$ cat config.mk
export PLATFORM = sky130hd
export DESIGN_NAME = dbus_interconnect
export DESIGN_NICKNAME = d
export VERILOG_FILES = /design/src/rtl/dbus_interconnect.sv
export SDC_FILE = /design/constraint.sdc
export NUM_CORES = 1
export LEC_CHECK = 0
export BUFFER_PORTS_ARGS = -buffer_cell sky130_fd_sc_hd__buf_2
export CORE_MARGIN = 8
export CORE_UTILIZATION = 35
export DETAILED_ROUTE_END_ITERATION = 10
export PLACE_DENSITY = 0.85
export SLEW_MARGIN = 20
export SYNTH_ARGS = -nofsm -noshare
export SYNTH_HDL_FRONTEND = slang
export SYNTH_SLANG_ARGS = --single-unit
$ cat constraint.sdc
create_clock -name clk -period 2.62 [get_ports clk]
set_input_delay 0.131 -clock clk [delete_from_list [all_inputs] [get_ports clk]]
set_output_delay 0.131 -clock clk [all_outputs]
set_load 0.005 [all_outputs]
$ cat src/rtl/dbus_interconnect.sv
// dbus_interconnect: data-bus address decoder/router between the CPU data
// port and NREGIONS slaves. Writes are routed combinationally by address.
// Read data is selected one cycle after the address. Unmapped accesses return
// ERR_DATA, are captured in sticky fault registers and raise fault_irq.
//
// Ports
//   clk, reset        system clock; synchronous active-high reset
//   dread_addr/en     CPU read address; the strobe is used only for faults
//   dread_data        read data, valid the cycle after dread_addr
//   dwrite_addr/data  CPU write address and data
//   dwrite_en         CPU byte write enables
//   s_dwrite_en       per-region byte enables (slice i -> region i)
//   s_dwrite_data     write data broadcast to all regions
//   s_dread_data      per-region read data (slice i from region i)
//   fault_clear       clears fault_valid and fault_count
//   fault_valid/addr/is_write/count/irq  sticky unmapped-access capture
module dbus_interconnect #(
  parameter int unsigned NREGIONS = 4,
  parameter int unsigned ADDRW    = 16,
  parameter int unsigned DATAW    = 16,
  parameter logic [NREGIONS*ADDRW-1:0] REGION_BASE  = {16'h2000, 16'h1000, 16'h0100, 16'h0000},
  parameter logic [NREGIONS*ADDRW-1:0] REGION_LIMIT = {16'hffff, 16'h1fff, 16'h01ff, 16'h00ff},
  parameter logic [DATAW-1:0]          ERR_DATA     = 16'hffff
) (
  input  logic                           clk,
  input  logic                           reset,
  input  logic [ADDRW-1:0]               dread_addr,
  input  logic                           dread_en,
  output logic [DATAW-1:0]               dread_data,
  input  logic [ADDRW-1:0]               dwrite_addr,
  input  logic [DATAW-1:0]               dwrite_data,
  input  logic [DATAW/8-1:0]             dwrite_en,
  output logic [NREGIONS*(DATAW/8)-1:0]  s_dwrite_en,
  output logic [DATAW-1:0]               s_dwrite_data,
  input  logic [NREGIONS*DATAW-1:0]      s_dread_data,
  input  logic                           fault_clear,
  output logic                           fault_valid,
  output logic [ADDRW-1:0]               fault_addr,
  output logic                           fault_is_write,
  output logic [7:0]                     fault_count,
  output logic                           fault_irq
);

  localparam int unsigned BEW  = DATAW / 8;
  // Three index bits cover the 1..8 region range; the MSB of a decode is the miss flag.
  localparam int unsigned IDXW = 3;
  localparam int unsigned SELW = IDXW + 1;

  if (NREGIONS < 1 || NREGIONS > 8 || (DATAW % 8) != 0) begin : g_param_check
    $error("dbus_interconnect: NREGIONS must be 1..8 and DATAW a multiple of 8");
  end

  // Address decode: {miss, index}; scanning downward lets the lowest index win overlaps.
  function automatic logic [SELW-1:0] decode(input logic [ADDRW-1:0] a);
    logic            hit;
    logic [IDXW-1:0] idx;
    hit = 1'b0;
    idx = '0;
    for (int i = int'(NREGIONS) - 1; i >= 0; i--) begin
      if (a >= REGION_BASE[i*ADDRW +: ADDRW] && a <= REGION_LIMIT[i*ADDRW +: ADDRW]) begin
        hit = 1'b1;
        idx = IDXW'(i);
      end
    end
    return {~hit, idx};
  endfunction

  logic [SELW-1:0] wr_sel;
  logic [SELW-1:0] rd_sel;
  logic            wr_miss;
  logic            rd_miss;

  assign wr_sel  = decode(dwrite_addr);
  assign rd_sel  = decode(dread_addr);
  assign wr_miss = (|dwrite_en) & wr_sel[IDXW];
  assign rd_miss = dread_en & rd_sel[IDXW];

  // Write routing: enables go only to the winning region, none on a miss.
  always_comb begin
    s_dwrite_en = '0;
    for (int i = 0; i < int'(NREGIONS); i++) begin
      if (!wr_sel[IDXW] && wr_sel[IDXW-1:0] == IDXW'(i)) begin
        s_dwrite_en[i*BEW +: BEW] = dwrite_en;
      end
    end
  end

  assign s_dwrite_data = dwrite_data;

  // Read select register, loaded every cycle regardless of dread_en.
  logic [SELW-1:0] sel_q;

  always_ff @(posedge clk) begin
    if (reset) begin
      sel_q <= {1'b1, IDXW'(0)};
    end else begin
      sel_q <= rd_sel;
    end
  end

  // Read return mux driven from the registered select.
  always_comb begin
    dread_data = ERR_DATA;
    for (int i = 0; i < int'(NREGIONS); i++) begin
      if (!sel_q[IDXW] && sel_q[IDXW-1:0] == IDXW'(i)) begin
        dread_data = s_dread_data[i*DATAW +: DATAW];
      end
    end
  end

  // Fault capture: clear applies first, then this cycle's events.
  logic             fault_valid_q, fault_valid_d;
  logic [ADDRW-1:0] fault_addr_q, fault_addr_d;
  logic             fault_is_write_q, fault_is_write_d;
  logic [7:0]       fault_count_q, fault_count_d;
  logic [7:0]       cnt_base;
  logic [8:0]       cnt_sum;

  always_comb begin
    fault_valid_d    = (fault_valid_q & ~fault_clear) | rd_miss | wr_miss;
    fault_addr_d     = fault_addr_q;
    fault_is_write_d = fault_is_write_q;
    if (wr_miss) begin
      fault_addr_d     = dwrite_addr;
      fault_is_write_d = 1'b1;
    end else if (rd_miss) begin
      fault_addr_d     = dread_addr;
      fault_is_write_d = 1'b0;
    end
    cnt_base      = fault_clear ? 8'd0 : fault_count_q;
    cnt_sum       = 9'(cnt_base) + 9'(rd_miss) + 9'(wr_miss);
    fault_count_d = cnt_sum[8] ? 8'hff : cnt_sum[7:0];
  end

  always_ff @(posedge clk) begin
    if (reset) begin
      fault_valid_q    <= 1'b0;
      fault_addr_q     <= '0;
      fault_is_write_q <= 1'b0;
      fault_count_q    <= 8'd0;
    end else begin
      fault_valid_q    <= fault_valid_d;
      fault_addr_q     <= fault_addr_d;
      fault_is_write_q <= fault_is_write_d;
      fault_count_q    <= fault_count_d;
    end
  end

  assign fault_valid    = fault_valid_q;
  assign fault_addr     = fault_addr_q;
  assign fault_is_write = fault_is_write_q;
  assign fault_count    = fault_count_q;
  assign fault_irq      = fault_valid_q;

endmodule

==> results.txt, run 1 <==
Async SR Flop Fraction - 0%
actual slew at the worst max-slew pin - 0.681 ns
fmax - 441 MHz
fillers - 600
Final Cycle Share - 86.5%
register area share after synthesis - 26.2%
CP Launch Point - dread_addr[15]
Clock Tree Buf Depth - 2
Leak - 1.31 nW
synth top area cells - dfxtp_1, mux4_2, buf_4, a311oi_2, nand4b_1
Die Wd - 95.5 um
# rows - 29
reg-to-reg endpoint - fault_count[1]
reg2reg setup slack - 0.69 ns
Synth Warn # - 0
core area - 6240 um^2
R2R depth - 7
setup TNS - 0 ns
post-CTS sizing - 0
minimum clock period - 2.27 ns
H-tree depth - 2
Critical Path AT - 2.47 ns
share of cells above drive strength 1 - 64.1%
GRT Util Overall - 17.4%
Post-Syn Nets - 335
Post-Syn Area - 2210 um^2
Worst EP required - 2.82 ns
CTS clk-pin slew, worst paths - 0.07 ns
Ports - 185
clock skew - 0.00412 ns
Initial DRC Count - 119
# port buffers - 152
Worst VDD drop - 0.000298 V
setup violators final - 0
CTS Buf Count - 5
Fin. Hold Viols - 0
Main synth FF type - dfxtp_1
hpwl dp - 7140 um
Max Cap Viol - 0
Mapped Cells - 215
area delta synth->final - 37.6%
Synth cell types - 46
Post-synth top cells - dfxtp_1, buf_4, mux4_2, nor3_1, or2_2
number of synthesized flops with an enable pin - 0
Synth area leader - dfxtp_1
CTS sink count - 29
Startpoint Class - input pin
syn avg cell area - 10.3 um^2
1st-pass router iterations - 5
Initial Util - 35.5%
gr ovfl total - 0
status - finished, final reports clean
Setup Buffers After CTS - 0
vias - 2315
Root Buffer - clkbuf_8
fin nets - 467
cell with the most instances after synthesis - dfxtp_1
PwrDens - 405 nW/um^2
critical path class - in -> reg
Vias per Instance - 5.42
relative slew slack - 54.6%
CTS tree - built
clock latency on the worst-skew pair - 0.27 ns
synthesis-stage register bit count - 29
Remaining DRCs - 0
Worst R2R Start - fault_count[0]
critical path peak fanout - 6
RSZ-0062 raised after global routing - false
first-pass GRT wire length - 12300 um
largest net degree at the start of global routing - 27
Worst setup EP type - register
hold crit path type - in -> reg
antenna-violating nets left - 0
Die Footprint - 9130 um^2
initial antenna violation count - 1
post-route setup slack - 0.355 ns
hold-fix buffers at CTS - 0
share of the synthesized area in the top cell type - 26.2%
CP endpoint - fault_count[1]
die height - 95.5 um
Post-Route WL - 8510 um
vias in the first global route - 2347
Placer Congestion - 0.868
pre-CTS setup slack - 0.0674 ns
Slew Limit Fails - 0
wire length per cell - 19.9 um
==> stage by stage <==
stage          utilization (%)  power [mW]  instance area, um^2  instances  hold WS, ns
2_1_floorplan                -       0.632                 2210        215        0.285
6_report                  48.8        1.23                 3050        427        0.150
4_1_cts                   48.7        1.24                 3040        425        0.137
5_1_grt                   48.8        1.29                 3040        426        0.140
3_5_place_dp              46.8       0.755                 2920        417        0.262
3_3_place_gp              46.8       0.749                 2920        417        0.262
==> worst min-delay path by stage <==
stage | cells after the start | endpoint | from
2_1_floorplan | 2 | sel_q[0] | dread_addr[13]
3_3_place_gp | 0 | s_dwrite_data[15] | dwrite_data[15]
3_5_place_dp | 0 | s_dwrite_data[15] | dwrite_data[15]
4_1_cts | 3 | sel_q[0] | dread_addr[13]
5_1_grt | 3 | sel_q[0] | dread_addr[13]
6_report | 3 | sel_q[0] | dread_addr[14]
==> flip-flops by register name, summed over array words and instances, names as in the netlist <==
| signal | flops |
|---|---|
| fault_addr | 16 |
| fault_is_write | 1 |
| fault_count | 8 |
| fault_irq | 1 |
| sel_q | 3 |
==> layer usage <==
layer	wire length [um]	part of all wire (%)	up-vias	GRT usage [%]
met2	4440	52	135	32.2
met1	2870	34	1093	17.8
met3	986	12	12	5.91
met5	0	0	-	0
li1	-	-	1075	-
met4	220	2.6	0	5.89
==> placed cells by master, fill, tap and decap left out, drive strengths merged, types with 3 or more instances in the layout <==
master,Yosys,routed
nor2b,4,4
a21oi,7,7
a311oi,12,12
nor3,16,16
or2,17,17
inv,6,6
nand2b,5,5
nor4,4,4
nand3,4,4
nor4b,4,4
and3,4,4
o31ai,13,13
or3,3,3
nand2,3,3
clkbuf,12,6
nand4b,10,10
buf,25,162
mux4,16,16
dfxtp,29,29
==> where the power goes <==
| part | switching, mW | leakage [nW] | internal [mW] |
|---|---|---|---|
| Sequential | 0.0150 | 0.236 | 0.452 |
| Clock | 0.180 | 0.0574 | 0.309 |
| Combinational | 0.119 | 1.02 | 0.158 |
| Total | 0.313 | 1.31 | 0.919 |
==> cell type report <==
type | instances | area [um^2] | share of cell area [%]
multi-input cells | 143 | 1380 | 45.4
repair buffers | 162 | 836 | 27.4
flip-flops and latches | 29 | 581 | 19.1
well taps | 77 | 96.3 | 3.16
clock buffers | 6 | 82.6 | 2.71
clock inverters | 2 | 37.5 | 1.23
inverters | 6 | 25.0 | 0.821
diodes | 2 | 5.00 | 0.164
==> cells by family (layout without fill, tap and decap cells) <==
group / Yosys count / in the layout / synth area share, %
other: 0 / 2 / 0
AO/OA/AOI/OAI: 39 / 39 / 17.2
XOR/XNOR: 3 / 3 / 1.19
buffers and inverters: 43 / 176 / 11.5
multiplexers: 16 / 16 / 16.3
adder cells (fa/ha/maj): 2 / 2 / 1.47
flip-flops: 29 / 29 / 26.2
AND/OR/NAND/NOR: 83 / 83 / 26.1
==> worst max-delay path, cell delays in order <==
cell and delay [ns]:
buf_2 0.11, or4_1 0.60, nor3_4 0.18, inv_2 0.06
fa_1 0.41, inv_1 0.08, ha_1 0.16, nand2_1 0.09
or3_1 0.46, a21oi_1 0.17
No activity file was read; power rests on OpenSTA's default activity.
==> inputs of run 2 (changes only) <==
--- a/config.mk
+++ b/config.mk
@@ -9,6 +9,7 @@
 export CORE_MARGIN = 8
 export CORE_UTILIZATION = 35
 export DETAILED_ROUTE_END_ITERATION = 10
+export GPL_TIMING_DRIVEN = 0
 export PLACE_DENSITY = 0.85
 export SLEW_MARGIN = 20
 export SYNTH_ARGS = -nofsm -noshare
==> results.txt, run 2 (synthesized netlist as in run 1, its figures left out) <==
status - finished, final reports clean
vias in the first global route - 2528
Fin. Hold Viols - 0
fmax - 403 MHz
# rows - 29
first-pass GRT wire length - 13200 um
most common cell after layout, fill and taps aside - buf_2
area delta synth->final - 47.1%
critical path peak fanout - 10
Ports - 185
Psw - 0.314 mW
Initial Util - 35.5%
Worst setup EP type - register
Vias per Instance - 5.22
Final Util - 52.2%
max reg flops - 16
Startpoint Class - input pin
Worst EP required - 2.83 ns
post-route setup slack - 0.138 ns
Sequential Area - 581 um^2
CTS sink count - 29
Final Cycle Share - 94.7%
Max Cap Viol - 0
H-tree depth - 2
Critical Path AT - 2.70 ns
GRT Util Overall - 18.5%
relative slew slack - 54.6%
Worst VDD drop - 0.000265 V
PwrDens - 364 nW/um^2
multi-input logic area - 1390 um^2
Net Sw Frac - 26.5%
Remaining DRCs - 0
hold crit path type - in -> reg
setup violators final - 0
Die Footprint - 9130 um^2
wire length per cell - 19.3 um
# port buffers - 167
actual slew at the worst max-slew pin - 0.681 ns
Placer Congestion - 0.802
Slew Limit Fails - 0
pre-CTS setup slack - -0.316 ns
fin nets - 508
Initial DRC Count - 156
Clk network pwr share - 34.3%
Finished Cell Area - 3260 um^2
placed inst area - 3150 um^2
setup TNS - 0 ns
critical path class - in -> reg
fillers - 579
CTS tree - built
1st-pass router iterations - 4
minimum clock period - 2.48 ns
internal power - 0.871 mW
core area - 6240 um^2
largest net degree at the start of global routing - 11
Clock Tree Buf Depth - 2
gr ovfl total - 0
worst hold slack - 0.152 ns
clock skew - 0.00773 ns
Post-Route WL - 9000 um
hpwl dp - 7660 um
RSZ-0062 raised after global routing - false
Leak - 1.45 nW
clock latency on the worst-skew pair - 0.28 ns
share of cells above drive strength 1 - 65.6%
Root Buffer - clkbuf_8
Reg power frac - 38.8%
vias - 2437
die height - 95.5 um
Die Wd - 95.5 um
initial antenna violation count - 1
antenna-violating nets left - 0
hold-fix buffers at CTS - 0
CTS clk-pin slew, worst paths - 0.07 ns
most frequent cells in the layout - buf_2, dfxtp_1, buf_4
CTS Buf Count - 5
combinational share of power - 26.9%
run 2: changes by cell type in the layout (fill, tap and decap cells not counted), moves of 3 or more:
cell,previous run,this run
buf_2,152,171
buf_4,10,17
buf_6,0,3
clkbuf_1,0,11
run 2: final cells by class:
| class | count | area share, % |
|---|---|---|
| antenna | 1 | 0.0768 |
| buffer | 36 | 6.95 |
| clock buffer | 7 | 2.96 |
| clock inverter | 1 | 0.154 |
| inverter | 6 | 0.768 |
| multi-input combinational | 143 | 42.6 |
| sequential | 29 | 17.8 |
| tap | 77 | 2.96 |
| timing repair buffer | 167 | 25.7 |
run 2: path summary, 6_finish.rpt:
check	start	endpoint	slack [ns]	cells past startpoint
worst max-delay path	dwrite_addr[15]	fault_count[1]	0.14	12
worst min-delay path	dread_addr[13]	sel_q[0]	0.15	3
worst max register to register	fault_count[0]	fault_count[1]	0.72	7
worst min register to register	fault_addr[12]	fault_addr[12]	0.48	1
run 2: power by group through the flow:
stage | clock network, mW | registers [mW] | logic [mW]
final | 0.407 | 0.460 | 0.318
after global routing | 0.433 | 0.461 | 0.346
after CTS | 0.416 | 0.460 | 0.321
after detailed placement | 0 | 0.469 | 0.320
after global placement | 0 | 0.469 | 0.313
after floorplan | 0 | 0.469 | 0.164
run 2: what timing repair did:
action / in CTS / in global routing
setup endpoints to repair: 4 / 6
setup buffers: 0 / 0
endpoints found under the hold margin: 0 / 0
gates cloned: 0 / 0
gates resized for setup: 2 / 1
run 2: metrics by stage:
stage / instances / total power [mW]
4_1_cts: 467 / 1.20
6_report: 467 / 1.19
5_1_grt: 467 / 1.24
2_1_floorplan: 215 / 0.632
3_3_place_gp: 459 / 0.782
3_5_place_dp: 459 / 0.789
run 2: worst max-delay path: stages:
cell and delay (ns):
buf_2 0.11, or4_4 0.52, buf_6 0.15, nor2_8 0.14, inv_4 0.06, buf_6 0.15
fa_1 0.47, inv_1 0.08, ha_2 0.22, nand2_1 0.09, or3_4 0.42, a21oi_1 0.15
run 2: per-layer routing:
metal	wire length, um	share of wire [%]	track usage, %	up-vias
met5	0	0	0	-
met4	142	1.6	5.12	0
met3	865	9.6	4.49	10
met2	4690	52	33.7	121
met1	3310	37	20.8	1150
li1	-	-	-	1156
